File: config.mk
export PLATFORM = sky130hd
export DESIGN_NAME = demux_stream_sched
export DESIGN_NICKNAME = d
export VERILOG_FILES = /design/src/rtl/demux_stream_sched.sv
export SDC_FILE = /design/constraint.sdc
export NUM_CORES = 1
export LEC_CHECK = 0
export CORE_MARGIN = 5
export CORE_UTILIZATION = 54
export DETAILED_ROUTE_END_ITERATION = 8
export DONT_BUFFER_PORTS = 1
export PLACE_DENSITY_LB_ADDON = 0.3
export SYNTH_ARGS = -nofsm -noshare
export SYNTH_HDL_FRONTEND = slang
export SYNTH_SLANG_ARGS = --single-unit
export TNS_END_PERCENT = 50
File: constraint.sdc
create_clock -name clk -period 1.6 [get_ports clk]
set_input_delay 0.24 -clock clk [delete_from_list [all_inputs] [get_ports clk]]
set_output_delay 0.24 -clock clk [all_outputs]
set_load 0.01 [all_outputs]
File: src/rtl/demux_stream_sched.sv
// Packet-aware 1-to-N stream scheduler: per-packet destination chosen at the head beat
// (explicit or round-robin), locked until the last beat, with one registered output stage.
module demux_stream_sched #(
  parameter int DW = 8,
  parameter int N  = 3,
  parameter int SW = 2
) (
  input  logic          clk,
  input  logic          rst,
  input  logic          mode_i,
  input  logic          in_valid_i,
  output logic          in_ready_o,
  input  logic [DW-1:0] in_data_i,
  input  logic          in_last_i,
  input  logic [SW-1:0] in_dest_i,
  output logic [N-1:0]  out_valid_o,
  input  logic [N-1:0]  out_ready_i,
  output logic [DW-1:0] out_data_o,
  output logic          out_last_o,
  output logic          drop_err_o
);

  typedef enum logic [1:0] {
    ST_HEAD = 2'd0,
    ST_BODY = 2'd1,
    ST_DROP = 2'd2
  } state_e;

  localparam logic [SW:0]   NUM_PORTS = N[SW:0];
  localparam int            LAST_INT  = N - 1;
  localparam logic [SW-1:0] LAST_IDX  = LAST_INT[SW-1:0];

  state_e        state_q;
  logic [SW-1:0] rr_ptr_q;
  logic [SW-1:0] lock_dest_q;
  logic          lock_rr_q;
  logic          buf_valid_q;
  logic [SW-1:0] buf_dest_q;
  logic [DW-1:0] buf_data_q;
  logic          buf_last_q;
  logic          drop_err_q;

  logic [SW-1:0] head_dest_s;
  logic          head_legal_s;
  logic          buf_fire_s;
  logic          buf_space_s;
  logic          in_ready_s;
  logic          accept_s;
  logic [N-1:0]  out_valid_s;

  function automatic logic [SW-1:0] rr_next(input logic [SW-1:0] ptr);
    rr_next = (ptr == LAST_IDX) ? '0 : ptr + SW'(1);
  endfunction

  // Head decision, buffer occupancy and input handshake.
  always_comb begin
    head_dest_s  = mode_i ? rr_ptr_q : in_dest_i;
    head_legal_s = ({1'b0, head_dest_s} < NUM_PORTS);
    buf_fire_s   = buf_valid_q & out_ready_i[buf_dest_q];
    buf_space_s  = ~buf_valid_q | buf_fire_s;
    case (state_q)
      ST_HEAD: begin
        if (head_legal_s) begin
          in_ready_s = buf_space_s;
        end else begin
          in_ready_s = 1'b1;
        end
      end
      ST_BODY: in_ready_s = buf_space_s;
      ST_DROP: in_ready_s = 1'b1;
      default: in_ready_s = 1'b1;
    endcase
    accept_s = in_valid_i & in_ready_s;
  end

  // Decode the buffered destination onto the one-hot valid vector.
  always_comb begin
    out_valid_s = '0;
    for (int i = 0; i < N; i++) begin
      out_valid_s[i] = buf_valid_q & (buf_dest_q == SW'(i));
    end
  end

  // Packet FSM, round-robin pointer and output buffer.
  always_ff @(posedge clk) begin
    if (rst) begin
      state_q     <= ST_HEAD;
      rr_ptr_q    <= '0;
      lock_dest_q <= '0;
      lock_rr_q   <= 1'b0;
      buf_valid_q <= 1'b0;
      buf_dest_q  <= '0;
      buf_data_q  <= '0;
      buf_last_q  <= 1'b0;
      drop_err_q  <= 1'b0;
    end else begin
      drop_err_q <= 1'b0;
      if (buf_fire_s) begin
        buf_valid_q <= 1'b0;
      end
      if (accept_s) begin
        case (state_q)
          ST_HEAD: begin
            if (head_legal_s) begin
              buf_valid_q <= 1'b1;
              buf_dest_q  <= head_dest_s;
              buf_data_q  <= in_data_i;
              buf_last_q  <= in_last_i;
              if (!in_last_i) begin
                lock_dest_q <= head_dest_s;
                lock_rr_q   <= mode_i;
                state_q     <= ST_BODY;
              end else if (mode_i) begin
                rr_ptr_q <= rr_next(rr_ptr_q);
              end
            end else begin
              drop_err_q <= 1'b1;
              if (!in_last_i) begin
                state_q <= ST_DROP;
              end
            end
          end
          ST_BODY: begin
            buf_valid_q <= 1'b1;
            buf_dest_q  <= lock_dest_q;
            buf_data_q  <= in_data_i;
            buf_last_q  <= in_last_i;
            if (in_last_i) begin
              state_q <= ST_HEAD;
              if (lock_rr_q) begin
                rr_ptr_q <= rr_next(rr_ptr_q);
              end
            end
          end
          ST_DROP: begin
            if (in_last_i) begin
              state_q <= ST_HEAD;
            end
          end
          default: state_q <= ST_HEAD;
        endcase
      end
    end
  end

  assign in_ready_o  = in_ready_s;
  assign out_valid_o = out_valid_s;
  assign out_data_o  = buf_data_q;
  assign out_last_o  = buf_last_q;
  assign drop_err_o  = drop_err_q;

endmodule

# Yosys cells after proc, flatten, opt, wreduce, memory -nomap -nowiden
# Index checks and enable logic that the tools add are counted.
dict set report word_totals {
  reg_bits 20
  latch_bits 0
  mem_bits_rw 0
  rom_bits 0
  input_bits 18
  word_cells 71
  memories 0
}
dict set report classes {
  add_sub_neg 1
  mul 0
  div_mod_pow 0
  magnitude_cmp 2
  eq_ne 12
  n_shift 0
  muxes 28
  bitwise 10
  reduce_logical 9
}
# op n
set ops {}
lappend ops {{$mux 2} 12}
lappend ops {{$pmux 8 s2} 1}
lappend ops {{$ne 2x2->1 const B} 6}
lappend ops {{$pmux 2 s2} 3}
lappend ops {{$mux 8} 1}
lappend ops {{$mux 1} 7}
lappend ops {{$reduce_and 7->1} 1}
lappend ops {{$eq 2x2->1 const B} 3}
lappend ops {{$pmux 1 s2} 3}
lappend ops {{$reduce_and 3->1} 2}
lappend ops {{$and 1x1->1} 5}
lappend ops {{$eq 2x1->1 const B} 2}
lappend ops {{$logic_not 2->1} 2}
lappend ops {{$not 1->1} 4}
lappend ops {{$reduce_and 4->1} 1}
lappend ops {{$lt 2x3->1 const B} 1}
lappend ops {{$reduce_or 3->1} 1}
lappend ops {{$add 2x1->2 const B} 1}
lappend ops {{$bmux 1 s2} 1}
lappend ops {{$lt 2x2->1 const B} 1}
lappend ops {{$ne 2x1->1 const B} 1}
lappend ops {{$reduce_bool 2->1} 1}
lappend ops {{$reduce_or 2->1} 1}
lappend ops {{$or 1x1->1} 1}

# Longest topological paths before layout
# Gate-level depths: netlist (run 1).
dict set report depth {
  ltp_word 9
  ltp_mapped 8
  ltp_nobuf 6
}

# Least setup slack after synthesis (run 1)
# No wires, ideal clock.
dict set report synth_timing {
  path_kind {reg-to-reg}
  from {register state_q[0]}
  to {register lock_dest_q[0]}
  setup_time_ns 0.121
  arrival_time_ns 1.581
  required_time_ns 1.479
  path_slack_ns -0.102
  stages_incl_launch_ff 8
  period_less_slack_ns 1.702
  path_cell_list {dfxtp_1 inv_1 ha_1 buf_2 nand4b_1 o211ai_1 o2111a_2 mux2_4}
}
dict set report synth_via {
  elab_chain_len 4
}
# element line_no
set synth_lines {}
lappend synth_lines {{start, declared} 33} ;# state_e state_q;
lappend synth_lines {{start signal, assigned} 87} ;# state_q <= ST_HEAD;
lappend synth_lines {{start signal, assigned} 112} ;# state_q <= ST_BODY;
lappend synth_lines {{start signal, assigned} 119} ;# state_q <= ST_DROP;
lappend synth_lines {{$eq 2x1->1 / $logic_not 2->1 (equally long branches)} {61, 102}}
lappend synth_lines {{$pmux 1 s2} 61} ;# case (state_q)
lappend synth_lines {{$and 1x1->1} 73} ;# accept_s = in_valid_i & in_ready_s;
lappend synth_lines {{$reduce_and 4->1 (no source line) (*)} n/a}
lappend synth_lines {{end signal, assigned} 110} ;# lock_dest_q <= head_dest_s;
lappend synth_lines {{end, declared} 35} ;# logic [SW-1:0] lock_dest_q;
# Every way passes the cells marked *; elsewhere a longest branch is shown, timed or not.
# A chain may end at the register's enable or synchronous reset.

# Worst setup path after layout (run 1)
dict set report layout_timing {
  from {register buf_dest_q[1]}
  to {output in_ready_o}
}
dict set report layout_via {
  elab_chain_len 6
}
# element line_no
set layout_lines {}
lappend layout_lines {{start, declared} 38} ;# logic [SW-1:0] buf_dest_q;
lappend layout_lines {{start signal, assigned} 106} ;# buf_dest_q <= head_dest_s;
lappend layout_lines {{start signal, assigned} 125} ;# buf_dest_q <= lock_dest_q;
lappend layout_lines {{$bmux 1 s2 (*)} 59} ;# buf_fire_s = buf_valid_q & out_ready_i[buf_dest_q];
lappend layout_lines {{$mux 1 (implied by the code) (*)} 59}
lappend layout_lines {{$and 1x1->1 (*)} 59}
lappend layout_lines {{$or 1x1->1 (*)} 60} ;# buf_space_s = ~buf_valid_q | buf_fire_s;
lappend layout_lines {{$mux 1} 63} ;# if (head_legal_s) begin
lappend layout_lines {{$pmux 1 s2 (*)} 61}
lappend layout_lines {{end, declared} 12} ;# output logic in_ready_o,
# Every way passes the cells marked *; elsewhere a longest branch is shown, timed or not. The select of a mux whose other input is x is not followed.

==> impl_metrics.py, run 1 <==
metrics = {
    "status": {
        "status": "finished with violations",
        "violations": "setup timing",
    },
    "worst_setup_path": {
        "cp-start-kind": "flip-flop",
        "cp.required_ps": 1360,
        "worst_setup_path_end_kind": "primary output",
        "crit_type": "reg2out",
        "worst_ep_arrival_time_ps": 1430,
        "crit_fanout": 10,
    },
    "cts": {
        "clkTransAtPathRegs_ps": 110,
        "tritoncts": "built",
        "cts_buffer_depth": 2,
        "clkLatencyLatePin_ps": 300,
        "cts-buffers-inserted": 3,
        "cts_root_buffer": "clkbuf_4",
        "clock-sinks": 20,
        "ctsHtreeMaxLevel": 1,
    },
    "synth": {
        "synth.distinct_cells": 29,
        "yosysWarnings": 0,
        "synthTopCellsByArea": "dfxtp_1 38%, a21oi_1 7.2%, nand3_1 6.2%",
        "synth_xor_area_share_pct": 0,
        "synth_top_area_share_pct": 38.1,
        "synth_compound_gate_area_share_pct": 22.6,
        "ys_seq_area_share_pct": 38.1,
        "syn_inst": 127,
        "synthMuxAreaShare_pct": 8.58,
        "synth_seq_cells": 20,
        "syn_nets": 147,
        "synthSimpleGateAreaFrac_pct": 22.6,
        "synth_area_leader_cell": "dfxtp_1",
        "syn_area_um2": 1050,
        "synth_top_family_by_area": "compound AO/OA/AOI/OAI gates",
        "avgSynthCellArea_um2": 8.27,
        "synth_fa_ha_area_share_pct": 2.38,
    },
    "grt": {
        "grt_max_degree": 21,
        "grt_use_total_pct": 18.9,
        "grt_pass1_wl_um": 4070,
        "grt-ovfl-total": 0,
        "grt_pass1_vias": 929,
        "antenna_found_initial": 0,
    },
    "final_layout": {
        "drive_gt1_share_pct": 23.7,
        "fill_cells": 147,
        "layoutNonFillerInstCount": 162,
        "antennaDiodeCount": 0,
        "nets": 156,
        "utilization_pct": 66.2,
        "area_growth_pct": 19.9,
    },
    "power": {
        "leakage_nw": 0.491,
        "p_clk_share_pct": 32.2,
        "power_switching_mw": 0.360,
        "power.density_nw_per_um2": 1020,
        "p_sw_share_pct": 27.9,
        "comb_power_share_pct": 23.2,
        "seq_power_share_pct": 44.6,
        "p_int_mw": 0.930,
        "peakVddDrop_v": 0.000584,
    },
    "die": {
        "ioPinCount": 32,
        "initial_utilization_pct": 55.2,
        "fp-row-count": 16,
        "dieArea_um2": 2930,
        "die_width_um": 54.1,
        "coreArea_um2": 1900,
        "die_h_um": 54.1,
    },
    "flow_run": {
        "cap_violations": 0,
    },
    "sta": {
        "setup_violations": 3,
        "fin_crit_sh_pct": 104,
        "hold_viol": 0,
        "rsz0062_at_grt": "yes",
        "hold_slack_ps": 24.4,
        "maxSlewViolCount": 0,
        "fin_ws_ps": -65.3,
        "worst_pin_slew_ps": 493,
        "fin_skew_ps": 2.86,
        "period_needed_ps": 1670,
        "relSlewSlack_pct": 67.0,
        "fmax_ghz": 0.601,
    },
    "detailed_routing": {
        "firstDrtPassIters": 4,
        "drtIter0Drc": 29,
        "drtAntennaViolNets": 0,
        "finalWirelength_um": 2620,
        "via_per_inst": 5.96,
        "routedWlPerCell_um": 16.2,
        "drc": 0,
        "vias": 965,
    },
    "placed_design": {
        "gp_congestion": 0.896,
        "port_buffers": 0,
        "dp.cells": 152,
        "hpwl_um": 1780,
    },
    "worst_hold_path": {
        "hold_class": "in2reg",
    },
}
-- cells in the final DEF, fill, tap and decap left out, drive strengths merged, types with 2 or more instances in the layout --
cell     n
a21oi   15
and3     2
buf     12
clkbuf   3
dfxtp   20
ha       2
inv      4
mux2     2
mux2i    6
nand2   11
nand2b   2
nand3   13
nand4    5
nor2     4
nor2b    3
o211a    3
o211ai   2
o21ai   14
o31ai    3
-- area by class of cell --
cell class	instances	area (µm²)	share of cell area [%]
Tap cell	27	33.8	2.68
Clock inverter	1	30.0	2.39
Multi-Input combinational cell	94	641	50.9
Clock buffer	3	22.5	1.79
Inverter	4	15.0	1.19
Sequential cell	20	404	32.1
Timing Repair Buffer	13	113	8.95
-- final timing paths --
kind | slack (ps) | endpoint | from | depth (start not counted)
worst max register to register | -60 | lock_dest_q[1]$_SDFFE_PP0P_ | buf_dest_q[1]$_SDFFE_PP0P_ | 5
worst max-delay path | -70 | in_ready_o | buf_dest_q[1]$_SDFFE_PP0P_ | 4
worst min-delay path | 20 | state_q[1]$_SDFFE_PP0P_ | rst | 1
worst min register to register | 480 | lock_rr_q$_SDFFE_PP0P_ | lock_rr_q$_SDFFE_PP0P_ | 2
-- registers in the layout, indices dropped and copies added, names as in the netlist --
register	flops
out_data_o	8
buf_dest_q	2
lock_dest_q	2
rr_ptr_q	2
state_q	2
buf_valid_q	1
drop_err_o	1
lock_rr_q	1
out_last_o	1
-- stage by stage --
stage | cell area (µm²) | setup WS [ps] | power (mW) | TNS (ps)
CTS | 1210 | -49.2 | 1.26 | -81.1
global placement | 1120 | 30.8 | 0.820 | 0
finish | 1260 | -65.3 | 1.29 | -165
detailed placement | 1120 | -8.34 | 0.829 | -8.34
global route | 1260 | -136 | 1.35 | -634
floorplan | 1070 | -32.1 | 0.776 | -64.2
-- logic make-up after synthesis --
kind of cell,Yosys count
and+or+nand+nor,45
DFF,20
buffers and inverters,13
muxes,8
AOI/OAI and AO/OA,39
adders and majority gates,2
-- what timing repair did --
action / CTS / global route
buffers inserted: 3 / 2
pin swaps: 6 / 2
hold endpoints to repair: 14 / 14
resized for setup: 5 / 7
endpoints found under the setup margin: 4 / 17
-- power by group through the flow --
stage	combinational (mW)	sequential (mW)	clock (mW)
2_1_floorplan	0.198	0.578	0
3_3_place_gp	0.236	0.584	0
3_5_place_dp	0.243	0.585	0
4_1_cts	0.270	0.575	0.419
5_1_grt	0.329	0.580	0.436
6_report	0.299	0.575	0.416
-- cell usage after synthesis, drive strengths merged --
| library cell | count |
|---|---|
| dfxtp | 20 |
| a21oi | 15 |
| o21ai | 14 |
| nand3 | 13 |
| nand2 | 11 |
| buf | 6 |
| mux2i | 6 |
| nand4 | 5 |
| inv | 4 |
| nor2 | 4 |
| clkbuf | 3 |
| nor2b | 3 |
| o211a | 3 |
| o31ai | 3 |
| and3 | 2 |
| ha | 2 |
| mux2 | 2 |
| nand2b | 2 |
| o211ai | 2 |
| and3b | 1 |
| and4 | 1 |
| nand3b | 1 |
| nand4b | 1 |
| nor3b | 1 |
| o2111a | 1 |
| o21a | 1 |
-- worst max-delay path, cell delays in order, from the launching register on --
cell	delay, ps
dfxtp_2	410
mux2i_2	270
o211a_1	240
buf_12	140
nand2_4	60
-- per-layer routing --
layer  wire length [µm]  track usage [%]
met5                  0                0
met1               1080             22.9
met2               1270             32.1
met4                 15             6.64
met3                250             4.71
Note: power is estimated with default switching activity, not from simulation.
==> inputs of run 2 (changes only) <==
Settings changed: ABC_AREA set to 1, GPL_TIMING_DRIVEN set to 0, SLEW_MARGIN set to 20.
==> run 2 against run 1 <==
The flow now finishes without violations. Sequential power increased by 8.0%. Global-route usage rose by 0.19 points. Clock skew increased by 4.2 ps. Critical path depth did not move. Sequential share of layout area rose by 1.3 points. Sequential cell count did not move. First-iteration DRC count decreased by 14%.
==> impl_metrics.py, run 2 <==
metrics = {
    "synth": {
        "syn_nets": 164,
        "synth-edff-count": 0,
        "synthTopCellsByCount": "37 x nand2_1, 20 x dfxtp_1, 16 x nor2_1",
        "syn_inst": 144,
        "yosysMostFrequentCell": "nand2_1",
        "synthArstFlopShare_pct": 0,
        "synth_top_area_share_pct": 38.4,
        "yosysWarnings": 0,
        "synth_ff_type": "dfxtp_1",
        "avgSynthCellArea_um2": 7.24,
        "synth_area_leader_cell": "dfxtp_1",
        "synth_seq_cells": 20,
        "synthTopCellsByArea": "dfxtp_1 38%, nand2_1 13%, nand4_1 6.6%",
        "syn_area_um2": 1040,
        "ys_seq_area_share_pct": 38.4,
        "synth.distinct_cells": 22,
    },
    "cts": {
        "cts-buffers-inserted": 3,
        "clkLatencyLatePin_ps": 300,
        "cts_root_buffer": "clkbuf_4",
        "tritoncts": "built",
        "ctsHtreeMaxLevel": 1,
        "cts_buffer_depth": 2,
        "clkTransAtPathRegs_ps": 110,
        "clock-sinks": 20,
    },
    "final_layout": {
        "layoutNonFillerInstCount": 178,
        "multi_input_area_um2": 582,
        "mostFrequentLayoutCells": "37 x nand2_1, 19 x dfxtp_1, 16 x nor2_1",
        "final_common_cell": "nand2_1",
        "largest_reg_flops": 8,
        "drive_gt1_share_pct": 22.9,
        "area_growth_pct": 15.4,
        "antennaDiodeCount": 0,
        "fill_cells": 160,
        "stdcell_area_um2": 1200,
        "nets": 175,
        "final-seq-area_um2": 402,
    },
    "grt": {
        "grt_use_total_pct": 19.1,
        "antenna_found_initial": 0,
        "grt-ovfl-total": 0,
        "grt_pass1_vias": 945,
        "grt_max_degree": 11,
        "grt_pass1_wl_um": 4060,
    },
    "power": {
        "power.density_nw_per_um2": 1160,
        "p_total_mw": 1.40,
        "peakVddDrop_v": 0.000767,
        "leakage_nw": 0.520,
    },
    "sta": {
        "hold_viol": 0,
        "period_needed_ps": 1570,
        "tns_ps": 0,
        "fin_skew_ps": 7.10,
        "worst_pin_slew_ps": 452,
        "fin_crit_sh_pct": 98.1,
        "hold_slack_ps": 75.3,
        "fmax_ghz": 0.637,
        "relSlewSlack_pct": 69.8,
        "setup_violations": 0,
        "maxSlewViolCount": 0,
    },
    "worst_setup_path": {
        "worst_setup_path_end_kind": "primary output",
        "cp.required_ps": 1360,
        "worst_ep_arrival_time_ps": 1330,
        "reg2reg_slack_ps": 70,
        "crit_fanout": 6,
        "cp-start-kind": "flip-flop",
        "crit_type": "reg2out",
    },
    "flow_run": {
        "cap_violations": 0,
    },
    "detailed_routing": {
        "drc": 0,
        "finalWirelength_um": 2630,
        "vias": 987,
        "drtIter0Drc": 25,
        "firstDrtPassIters": 5,
        "drtAntennaViolNets": 0,
        "routedWlPerCell_um": 14.7,
        "via_per_inst": 5.54,
    },
    "placed_design": {
        "dp.cells": 169,
        "hpwl_um": 1810,
        "gp_congestion": 0.820,
        "place_area_um2": 1070,
        "port_buffers": 0,
    },
    "die": {
        "coreArea_um2": 1780,
        "die_width_um": 53.9,
        "fp-row-count": 15,
        "ioPinCount": 32,
        "die_h_um": 53.9,
        "initial_utilization_pct": 58.5,
        "dieArea_um2": 2910,
    },
    "status": {
        "status": "finished, final reports clean",
    },
    "worst_hold_path": {
        "hold_class": "in2reg",
    },
}
## run 2: worst max-delay path: stages (launching register included)
cell	delay (ps)
dfxtp_2	340
buf_6	110
ha_4	160
or2_4	270
nand3_4	140
## run 2: logic make-up after synthesis
kind of cell	count (synthesis)	synth area share, %
AOI/OAI and AO/OA	14	6.72
adders and majority gates	2	2.40
buffers and inverters	21	9.48
DFF	20	38.4
muxes	2	2.16
and+or+nand+nor	85	40.8
## run 2: final cells by class
| class | instances | area share, % |
|---|---|---|
| plain buffers | 6 | 3.54 |
| clock buffers | 3 | 1.87 |
| inverters | 15 | 4.68 |
| multi-input cells | 103 | 48.4 |
| flip-flops and latches | 20 | 33.4 |
| well taps | 25 | 2.60 |
| repair buffers | 6 | 5.52 |
## run 2: what timing repair did
item                                   CTS  global route
resized for setup                        3             8
setup endpoints to repair                7            11
gates cloned                             0             1
endpoints found under the hold margin    2             1
buffers inserted                         0             3
hold buffers                             1             1
pin swaps                                0             3
## run 2: routing by layer
layer	routed length, µm	GRT usage, %
met5	0	0
met4	67	8.09
met3	170	4.99
met2	1330	33.9
met1	1060	21.1
## run 2: through the flow
step | setup WS, ps | utilization, %
3_5_place_dp | 2.88 | 60.2
6_report | 30.0 | 67.4
2_1_floorplan | 159 | -
3_3_place_gp | 54.4 | 60.2
4_1_cts | 2.95 | 62.7
5_1_grt | -6.18 | 67.4
## run 2: worst paths after layout
| check | start | end | cells past startpoint |
|---|---|---|---|
| worst max-delay path | state_q[0]$_SDFFE_PP0P_ | in_ready_o | 4 |
| worst min-delay path | mode_i | lock_rr_q$_SDFFE_PP0P_ | 2 |
| worst max register to register | state_q[0]$_SDFFE_PP0P_ | out_data_o[4]$_SDFFE_PP0P_ | 9 |
| worst min register to register | lock_dest_q[0]$_SDFFE_PP0P_ | lock_dest_q[0]$_SDFFE_PP0P_ | 2 |
## run 2: report_power, final
part / internal (mW) / switching [mW]
registers: 0.563 / 0.0580
logic: 0.220 / 0.318
clock network: 0.0879 / 0.153
total: 0.871 / 0.529
==> inputs of run 3 (changes only) <==
Settings changed: CORE_UTILIZATION 54 to 60.
Clock period 1.6 ns to 1.7 ns, I/O delays scaled along.
==> run 3 against run 2 <==
Cell count down 6.7%. Combinational power decreased by 19%. Wire length is 8.7% lower.
==> impl_metrics.py, run 3 (same netlist as run 2, synthesis figures left out) <==
metrics = {
    "status": {
        "status": "finished, final reports clean",
    },
    "worst_setup_path": {
        "cpMaxStageDelayCell": "dfxtp_1",
        "worst_ep_arrival_time_ps": 1400,
        "cp.required_ps": 1440,
        "reg2reg_slack_ps": 140,
        "crit_chain": "inv_1, ha_2, or2_4, nand3_4",
        "worst_setup_path_end_kind": "primary output",
        "rr_endpoint": "out_last_o$_SDFFE_PP0P_",
        "crit_fanout": 6,
        "slowest_delay_ps": 360,
        "rr_startpoint": "state_q[0]$_SDFFE_PP0P_",
        "crit_type": "reg2out",
        "r2r_cells": 9,
        "cp-start-kind": "flip-flop",
    },
    "sta": {
        "rsz0062_at_grt": "no",
        "period_needed_ps": 1650,
        "maxSlewViolCount": 0,
        "fmax_ghz": 0.605,
        "fin_crit_sh_pct": 97.3,
        "tns_ps": 0,
        "relSlewSlack_pct": 72.5,
        "fin_skew_ps": 4.29,
        "setup_violations": 0,
        "worst_pin_slew_ps": 413,
        "hold_viol": 0,
    },
    "power": {
        "leakage_nw": 0.501,
        "peakVddDrop_v": 0.000743,
        "power.density_nw_per_um2": 1240,
        "p_total_mw": 1.41,
    },
    "cts": {
        "clkLatencyLatePin_ps": 310,
        "ctsHtreeMaxLevel": 1,
        "tritoncts": "built",
        "clkTransAtPathRegs_ps": 120,
        "clock-sinks": 20,
        "cts-buffers-inserted": 3,
        "cts_root_buffer": "clkbuf_4",
        "cts_buffer_depth": 2,
    },
    "final_layout": {
        "multi_input_area_um2": 556,
        "area_growth_pct": 9.24,
        "antennaDiodeCount": 0,
        "utilization_pct": 67.4,
        "final-seq-area_um2": 400,
        "fill_cells": 151,
        "final_common_cell": "nand2_1",
        "drive_gt1_share_pct": 18.8,
        "largest_reg_flops": 8,
        "mostFrequentLayoutCells": "37 x nand2_1, 20 x dfxtp_1, 16 x nor2_1",
        "nets": 170,
    },
    "die": {
        "die_width_um": 51.7,
        "ioPinCount": 32,
        "coreArea_um2": 1690,
        "initial_utilization_pct": 61.7,
        "die_h_um": 51.7,
        "fp-row-count": 15,
        "dieArea_um2": 2670,
    },
    "detailed_routing": {
        "routedWlPerCell_um": 14.4,
        "firstDrtPassIters": 4,
        "via_per_inst": 5.80,
        "drc": 0,
        "drtAntennaViolNets": 0,
        "drtIter0Drc": 23,
        "vias": 962,
        "finalWirelength_um": 2400,
    },
    "worst_hold_path": {
        "holdPathEnd": "drop_err_o$_SDFF_PP0_",
        "hold_depth": 1,
        "hold_class": "in2reg",
        "min-delay-start": "rst",
    },
    "placed_design": {
        "gp_congestion": 0.811,
        "port_buffers": 0,
        "hpwl_um": 1710,
    },
    "grt": {
        "grt-ovfl-total": 0,
        "grt_pass1_vias": 963,
        "grt_max_degree": 13,
        "antenna_found_initial": 0,
        "grt_pass1_wl_um": 3920,
        "grt_use_total_pct": 19.6,
    },
    "flow_run": {
        "cap_violations": 0,
    },
}
## run 3: where the power goes
| group | internal [mW] | switching (mW) | total, mW |
|---|---|---|---|
| logic | 0.163 | 0.275 | 0.438 |
| registers | 0.529 | 0.0528 | 0.582 |
| clock network | 0.238 | 0.157 | 0.396 |
| total | 0.930 | 0.485 | 1.41 |
## run 3: metrics by stage
stage | worst slack, ps | hold WS [ps] | cells | area, µm²
floorplan | 259 | 324 | 144 | 1040
global placement | 153 | 325 | 161 | 1060
detailed placement | 103 | 327 | 161 | 1060
CTS | 4.05 | 14.4 | 166 | 1140
global route | 2.18 | 1.19 | 166 | 1140
finish | 46.7 | 16.0 | 166 | 1140
## run 3: worst max-delay path by stage
stage | start | to | cells past startpoint
after detailed placement | state_q[0]$_SDFFE_PP0P_ | state_q[0]$_SDFFE_PP0P_ | 7
final | state_q[0]$_SDFFE_PP0P_ | in_ready_o | 4
after CTS | state_q[0]$_SDFFE_PP0P_ | in_ready_o | 4
after floorplan | state_q[0]$_SDFFE_PP0P_ | rr_ptr_q[0]$_SDFFE_PP0P_ | 10
after global routing | state_q[1]$_SDFFE_PP0P_ | in_ready_o | 4
after global placement | state_q[0]$_SDFFE_PP0P_ | state_q[0]$_SDFFE_PP0P_ | 7
## run 3: worst max-delay path, delay by kind of cell (launching register included)
kind | cells | cell delay, ps
flops | 1 | 360
simple gates | 2 | 430
fa+ha+maj | 1 | 230
buf+inv | 1 | 70
## run 3: timing repair
item / in CTS / in global routing
buffers inserted: 0 / 0
hold endpoints to repair: 2 / 0
gates resized for setup: 2 / 1
setup endpoints to repair: 1 / 6
hold buffers: 1 / 0
## run 3: area by class of cell
class | instances | area share [%]
flip-flops and latches | 20 | 35.2
clock buffers | 3 | 1.98
well taps | 17 | 1.87
inverters | 15 | 4.95
clock inverters | 1 | 2.64
plain buffers | 6 | 3.74
multi-input cells | 103 | 48.8
repair buffers | 1 | 0.879
## run 3: metal layers
metal | global-route usage (%) | wire length (µm) | part of all wire, %
met1 | 20.9 | 1010 | 42
met2 | 36.0 | 1170 | 49
met3 | 4.30 | 163 | 6.8
met4 | 9.17 | 48 | 2.0
met5 | 0 | 0 | 0
